$ cat src/rtl/lut_function_unit.sv
// lut_function_unit: LANES-wide evaluation of one NIN-input Boolean function
// through a 2^NIN-entry truth table. The table resets to DEFAULT_TT
// (8'hF2 = x | (~y & z)) and can be reloaded serially, MSB entry first, via
// cfg_load/cfg_bit. Results leave through a one-stage valid/ready register.
// Optional feature macro: LUT_STATS_EN adds a saturating 16-bit beat_count
// that counts accepted beats and clears whenever a new table commits.
module lut_function_unit #(
    parameter int unsigned         NIN        = 3,
    parameter int unsigned         LANES      = 8,
    parameter logic [(1<<NIN)-1:0] DEFAULT_TT = 8'hF2
) (
    input  logic                 clk,
    input  logic                 rst_n,
    input  logic                 in_valid,
    output logic                 in_ready,
    input  logic [LANES*NIN-1:0] in_data,
    output logic                 out_valid,
    input  logic                 out_ready,
    output logic [LANES-1:0]     out_data,
    input  logic                 cfg_load,
    input  logic                 cfg_bit,
    output logic                 cfg_done,
    output logic                 cfg_abort
`ifdef LUT_STATS_EN
    ,
    output logic [15:0]          beat_count
`endif
);

    localparam int unsigned  TTW      = 1 << NIN;
    localparam logic [NIN:0] CNT_FULL = TTW[NIN:0];

    typedef enum logic [1:0] {
        S_IDLE   = 2'd0,
        S_LOAD   = 2'd1,
        S_COMMIT = 2'd2
    } cfg_state_t;

    cfg_state_t       r_state;
    cfg_state_t       w_state_nxt;
    logic [NIN:0]     r_count;
    logic [NIN:0]     w_count_nxt;
    logic [NIN:0]     w_count_inc;
    logic [TTW-1:0]   r_shadow;
    logic [TTW-1:0]   w_shadow_nxt;
    logic [TTW-1:0]   r_tt;
    logic             r_cfg_done;
    logic             r_cfg_abort;
    logic             w_done_nxt;
    logic             w_abort_nxt;
    logic             w_commit;

    logic             r_out_valid;
    logic [LANES-1:0] r_out_data;
    logic [LANES-1:0] w_lookup;
    logic             w_accept;

    assign w_count_inc = r_count + 1'b1;

    // Config FSM state, shadow shift register, active table and status pulses.
    always_ff @(posedge clk or negedge rst_n) begin
        if (!rst_n) begin
            r_state     <= S_IDLE;
            r_count     <= '0;
            r_shadow    <= '0;
            r_tt        <= DEFAULT_TT;
            r_cfg_done  <= 1'b0;
            r_cfg_abort <= 1'b0;
        end else begin
            r_state     <= w_state_nxt;
            r_count     <= w_count_nxt;
            r_shadow    <= w_shadow_nxt;
            r_cfg_done  <= w_done_nxt;
            r_cfg_abort <= w_abort_nxt;
            if (w_commit) begin
                r_tt <= r_shadow;
            end
        end
    end

    // Config FSM next state; cfg_done is registered on entry to COMMIT so it
    // is high during the COMMIT cycle, while the table swaps at that cycle's end.
    always_comb begin
        w_state_nxt  = r_state;
        w_count_nxt  = r_count;
        w_shadow_nxt = r_shadow;
        w_done_nxt   = 1'b0;
        w_abort_nxt  = 1'b0;
        w_commit     = 1'b0;
        case (r_state)
            S_IDLE: begin
                if (cfg_load) begin
                    w_shadow_nxt = {r_shadow[TTW-2:0], cfg_bit};
                    w_count_nxt  = {{NIN{1'b0}}, 1'b1};
                    w_state_nxt  = S_LOAD;
                end
            end
            S_LOAD: begin
                if (cfg_load) begin
                    w_shadow_nxt = {r_shadow[TTW-2:0], cfg_bit};
                    w_count_nxt  = w_count_inc;
                    if (w_count_inc == CNT_FULL) begin
                        w_state_nxt = S_COMMIT;
                        w_done_nxt  = 1'b1;
                    end
                end else begin
                    w_shadow_nxt = '0;
                    w_count_nxt  = '0;
                    w_abort_nxt  = 1'b1;
                    w_state_nxt  = S_IDLE;
                end
            end
            S_COMMIT: begin
                w_commit    = 1'b1;
                w_count_nxt = '0;
                w_state_nxt = S_IDLE;
            end
            default: begin
                w_state_nxt = S_IDLE;
            end
        endcase
    end

    assign in_ready = !r_out_valid || out_ready;
    assign w_accept = in_valid && in_ready;

    // Per-lane table lookup of the incoming operands.
    always_comb begin
        w_lookup = '0;
        for (int unsigned i = 0; i < LANES; i++) begin
            w_lookup[i] = r_tt[in_data[i*NIN +: NIN]];
        end
    end

    // Output stage: capture on accept, drain on out_ready, otherwise hold.
    always_ff @(posedge clk or negedge rst_n) begin
        if (!rst_n) begin
            r_out_valid <= 1'b0;
            r_out_data  <= '0;
        end else if (w_accept) begin
            r_out_valid <= 1'b1;
            r_out_data  <= w_lookup;
        end else if (out_ready) begin
            r_out_valid <= 1'b0;
        end
    end

    assign out_valid = r_out_valid;
    assign out_data  = r_out_data;
    assign cfg_done  = r_cfg_done;
    assign cfg_abort = r_cfg_abort;

`ifdef LUT_STATS_EN
    logic [15:0] r_beat_count;

    // Accepted-beat counter, saturating; a table commit restarts it.
    always_ff @(posedge clk or negedge rst_n) begin
        if (!rst_n) begin
            r_beat_count <= '0;
        end else if (r_cfg_done) begin
            r_beat_count <= '0;
        end else if (w_accept && (r_beat_count != '1)) begin
            r_beat_count <= r_beat_count + 1'b1;
        end
    end

    assign beat_count = r_beat_count;
`endif

endmodule

$ cat config.mk
export PLATFORM = sky130hd
export DESIGN_NAME = lut_function_unit
export DESIGN_NICKNAME = d
export VERILOG_FILES = /design/src/rtl/lut_function_unit.sv
export SDC_FILE = /design/constraint.sdc
export NUM_CORES = 1
export LEC_CHECK = 0
export ABC_AREA = 1
export CORE_MARGIN = 8
export CORE_UTILIZATION = 46
export DETAILED_ROUTE_END_ITERATION = 10
export PLACE_DENSITY_LB_ADDON = 0.2
export SETUP_SLACK_MARGIN = 0.1
export SLEW_MARGIN = 20
export SYNTH_ARGS = -nofsm -noshare
export SYNTH_HDL_FRONTEND = slang
export SYNTH_SLANG_ARGS = --single-unit
$ cat constraint.sdc
create_clock -name clk -period 1.4 [get_ports clk]
set_clock_uncertainty 0.15 [all_clocks]
set_input_delay 0.21 -clock clk [delete_from_list [all_inputs] [get_ports clk]]
set_output_delay 0.21 -clock clk [all_outputs]
set_load 0.01 [all_outputs]
---- Word-level counts from Yosys, hierarchy flattened ----
Cells that the tools add are included.
word-level totals
  bits in registers ....................... 33
  input port bits ......................... 30
cells by class
  add/sub/neg operators ................... 1
  $lt $le $gt $ge ......................... 8
  equality and inequality tests ........... 5
  mux-type cells .......................... 34
  reduce and logical (&&, ||, !) cells .... 10
operators by type and width
  operator               count
  $lt A3 B4 Y1 const B   8
  $bmux W1 S3            8
  $mux W1                16
  $mux W8                2
  $pmux W8 S2            1
  $pmux W4 S3            1
  $mux W4                2
  $mux W2                3
  $reduce_and A2 Y1      3
  $add A4 B1 Y4 const B  1
  $eq A4 B4 Y1 const B   1
  $pmux W2 S2            1
  $reduce_bool A2 Y1     2
  $ne A3 B3 Y1 const B   1
  $reduce_bool A3 Y1     1
  $eq A2 B1 Y1 const B   1
  $eq A2 B2 Y1 const B   1
  $logic_not A2 Y1       1
  $ne A2 B2 Y1 const B   1
  $logic_and A1 B1 Y1    1
  $logic_not A1 Y1       1
  $logic_or A1 B1 Y1     1

---- Depth between registers and ports, before layout ----
  depth after elaboration ................. 5
  gate-level depth with buffers ........... 8
  mapped depth without buffers ............ 8

---- Worst setup path before layout ----
No wires, ideal clock.
  kind .................................... register to register
  start ................................... reg r_state[0]
  end ..................................... reg r_shadow[0]
  setup time .............................. 138 ps
  arrival time ............................ 1,132 ps
  data required time ...................... 1,112 ps
  slack ................................... -19 ps
  stages on the path, launching flop included .. 5
  buffers on the path ..................... 0
  period minus slack after synthesis ...... 1,419 ps
  cells stage by stage .................... dfrtp_1 inv_1 ha_1 o21ai_1 o22ai_1
between the ends
  cells in the longest elaborated chain, start to end .. 3
  elaborated cells on any way between the ends .. 6
RTL lines
  what                                                                        RTL line  RTL
  start: declaration                                                          39        cfg_state_t r_state;
  start signal: assignment                                                    70        r_state <= w_state_nxt;
  $eq A2 B1 Y1 / $logic_not A2 Y1 (equally long branches)                     90        case (r_state)
  $reduce_bool A2 Y1 (no source line) / $ne A2 B2 Y1 (equally long branches)  --
  $reduce_and A2 Y1 (no source line)                                          --
  end signal: assignment                                                      72        r_shadow <= w_shadow_nxt;
  end: declaration                                                            44        logic [TTW-1:0] r_shadow;
Several ways; a longest one is shown, not always the timed one.
A chain may end at the register's enable or synchronous reset.

---- Worst setup path after layout ----
  start ................................... reg r_state[0]
  end ..................................... reg r_count[0]
between the ends
  cells in the longest elaborated chain, start to end .. 3
  elaborated cells on any way between the ends .. 7
RTL lines
  what                                                                        RTL line  RTL
  $eq A2 B1 Y1 (tied with other cells)                                        90
  $reduce_bool A3 Y1 (no source line) / $ne A2 B2 Y1 (equally long branches)  --
  $reduce_and A2 Y1 (no source line)                                          --
  end signal: assignment                                                      71        r_count <= w_count_nxt;
  end: declaration                                                            41        logic [NIN:0] r_count;
Several ways; a longest one is shown, not always the timed one.

==> results.toml <==
[power_and_ir_drop]
clockPowerShare = 0.239
p_per_area_nw_per_um2 = 1070
seqPwrFrac = 0.377
power_switching_uw = 1130
ir_drop_mv = 0.987
p_int_uw = 2170
switching_share = 0.343
combPwrFrac = 0.384
p_leak_uw = 0.00156

[routing]
drc = 0
wl_per_cell_um = 15.1
highest_layer = "met4"
wl_met2_mm = 3.12
vias_per_cell = 5.30
met3WireLength_um = 362
num_vias = 2078
first_pass_iters = 4
wl_mm = 5.91
ant_nets = 0
wl_met1_mm = 2.29
drt_iter0_markers = 108

[final_layout]
nets = 376
drive_gt1_frac = 0.374
antenna-diode-count = 0
final_cell_mix = "nand2_1 (61), inv_1 (30), nand2_2 (29)"
area_delta_synth_final_pct = 57.5
final_common_cell = "nand2_1"

[logic_synthesis]
yosysSeqAreaShare = 0.424
synth.distinct_cells = 25
avgSynthCellArea_sq_um = 7.29
synth_cells = 269
synth_area_leaders = "dfrtp_1 (36%), nand2_1 (17%), nand3_1 (11%), dfstp_2 (6.7%), inv_1 (6.1%)"
synth_top_area_frac = 0.357
syn_nets = 304
synthesis.area_sq_um = 1960
synth-seq-cells = 33
ys_warn_count = 0
yosys.area.top_type = "dfrtp_1"

[critical_path]
cpMaxStageDelayCell = "dfrtp_1"
crit_fanout = 4
path_delay_family = "flip-flops"
end_kind = "register"
start_kind = "register"
path_cells = "inv_2 > ha_4 > nand2_2 > nand2_4 > o221ai_2 > o21a_1"
r2r-start = "r_state[0]"
slowest_delay_ns = 0.43
arrival_ns = 1.44
crit_type = "register to register"
critPathLaunch = "r_state[0]"
critical_path_required_ns = 1.42
cp.buffers_inverters = 1

[global_route]
track_usage = 0.171
antenna_found_initial = 0
grt_pass1_vias = 2041
grt_pass1_wl_mm = 8.94
grt_max_degree = 34
overflow = 0

[placed_design]
hpwl_mm = 3.84
port_buffers = 41
gp_congestion = 0.821

[timing]
fin_crit_sh = 1.01
drv_slew = 0
finalHoldViolCount = 0
max_freq_mhz = 705
fin_ws_ns = -0.0182
rsz0062_at_grt = "yes"
worst_slew_pin_slew_ns = 0.317
fin_hold_ws_ns = 0.132
setup_violations = 1
setup_tns_ns = -0.0182
maxSlewHeadroom = 0.789
min_period_ns = 1.42

[floorplan]
io_pins = 42
dieArea_sq_um = 6610
std_cell_rows = 23
die_h_um = 81.3
die_x_um = 81.3
core_area_sq_um = 4060
start_util = 0.483

[clock_network]
cts_sinks = 33
cts_buffers = 5
postCtsHoldBufs = 0
cts_buffer_depth = 2
cts.clk_slew.worst_paths_ns = 0.07
cts_tree = "done"
cts_max_level = 2
root_buffer = "clkbuf_8"
clock_latency_ns = 0.28

[run_status]
status = "finished, violations left"
violations = "negative setup slack"

[flow_run]
drv_cap = 0

[hold_path]
hp-class = "input pin to async pin"
==> final timing paths <==
check / endpoint / slack, ns / cells past startpoint
max reg2reg: r_count[0] / -0.02 / 6
max: r_count[0] / -0.02 / 6
min reg2reg: out_data[0] / 0.33 / 2
min in group clk: out_data[0] / 0.33 / 2
min: r_shadow[3] / 0.13 / 2
max in group asynchronous: r_tt[1] / 0.71 / 2
==> layer usage <==
metal	up-vias	GRT usage
li1	1026	-
met5	-	0
met3	10	0.0497
met1	991	0.177
met4	0	0.0607
met2	51	0.318
==> worst register-to-register path, stage by stage, from the launching register on <==
cell      delay, ns
dfrtp_1        0.43
inv_2          0.11
ha_4           0.19
nand2_2        0.13
nand2_4        0.11
o221ai_2       0.08
o21a_1         0.11
==> cells by family (layout without fill, tap and decap cells) <==
logic type               after synthesis  in the layout  share of synthesized area
AO/OA/AOI/OAI                         30             30                     0.0989
adder cells (fa/ha/maj)                5              5                     0.0319
buffers and inverters                 44            117                     0.0855
flip-flops                            33             33                      0.424
AND/OR/NAND/NOR                      157            157                      0.359
==> what timing repair did <==
item,in CTS,in global routing
setup buffers,3,3
pin swaps,24,38
resized for setup,56,68
gates cloned,0,1
endpoints found under the setup margin,42,37
==> synthesized netlist by cell type <==
library cell / count
nand2_2: 6
clkinv_1: 7
nand4_1: 1
o31ai_1: 1
o21ai_0: 7
a21oi_1: 1
nand3b_1: 8
o21ai_2: 1
inv_2: 3
nand3_2: 1
or2_1: 1
o21ai_1: 1
ha_1: 5
buf_2: 2
dfrtp_1: 28
nand2_1: 91
o22ai_1: 9
dfstp_2: 5
nor2_2: 1
nor2_1: 3
nand3_1: 45
o211ai_1: 8
inv_1: 32
o21a_1: 1
o221ai_1: 1
==> power by group through the flow <==
stage | combinational, uW | clock, uW | sequential, uW
2_1_floorplan | 708 | 0 | 1270
3_3_place_gp | 1120 | 0 | 1260
3_5_place_dp | 1140 | 0 | 1260
4_1_cts | 1170 | 806 | 1250
5_1_grt | 1410 | 847 | 1270
6_report | 1270 | 790 | 1250
==> layout make-up <==
type / count / area, sq um
multi-input combinational: 192 / 1250
clock inverter: 1 / 5.00
fill: 293 / 970
timing repair inverter: 1 / 7.51
tap: 50 / 62.6
clock buffer: 7 / 96.3
sequential: 33 / 832
timing repair buffer: 66 / 647
inverter: 42 / 189
==> flip-flops by register name, summed over array words and instances, names as in the netlist <==
register / cells
cfg_done: 1
r_state: 2
out_data: 8
r_tt: 8
r_count: 4
r_shadow: 8
out_valid: 1
cfg_abort: 1
==> through the flow <==
stage                     setup slack, ns  instances  instance area [sq um]   util  total power [uW]
after floorplan                    0.0831        269                   2020      -              1980
after global placement             -0.262        377                   2650  0.652              2370
after detailed placement           -0.289        377                   2650  0.652              2400
after CTS                         -0.0100        388                   2870  0.708              3220
after global routing              -0.0777        392                   3090  0.761              3530
final                             -0.0182        392                   3090  0.761              3310
Note: power is estimated with default switching activity, not from simulation.
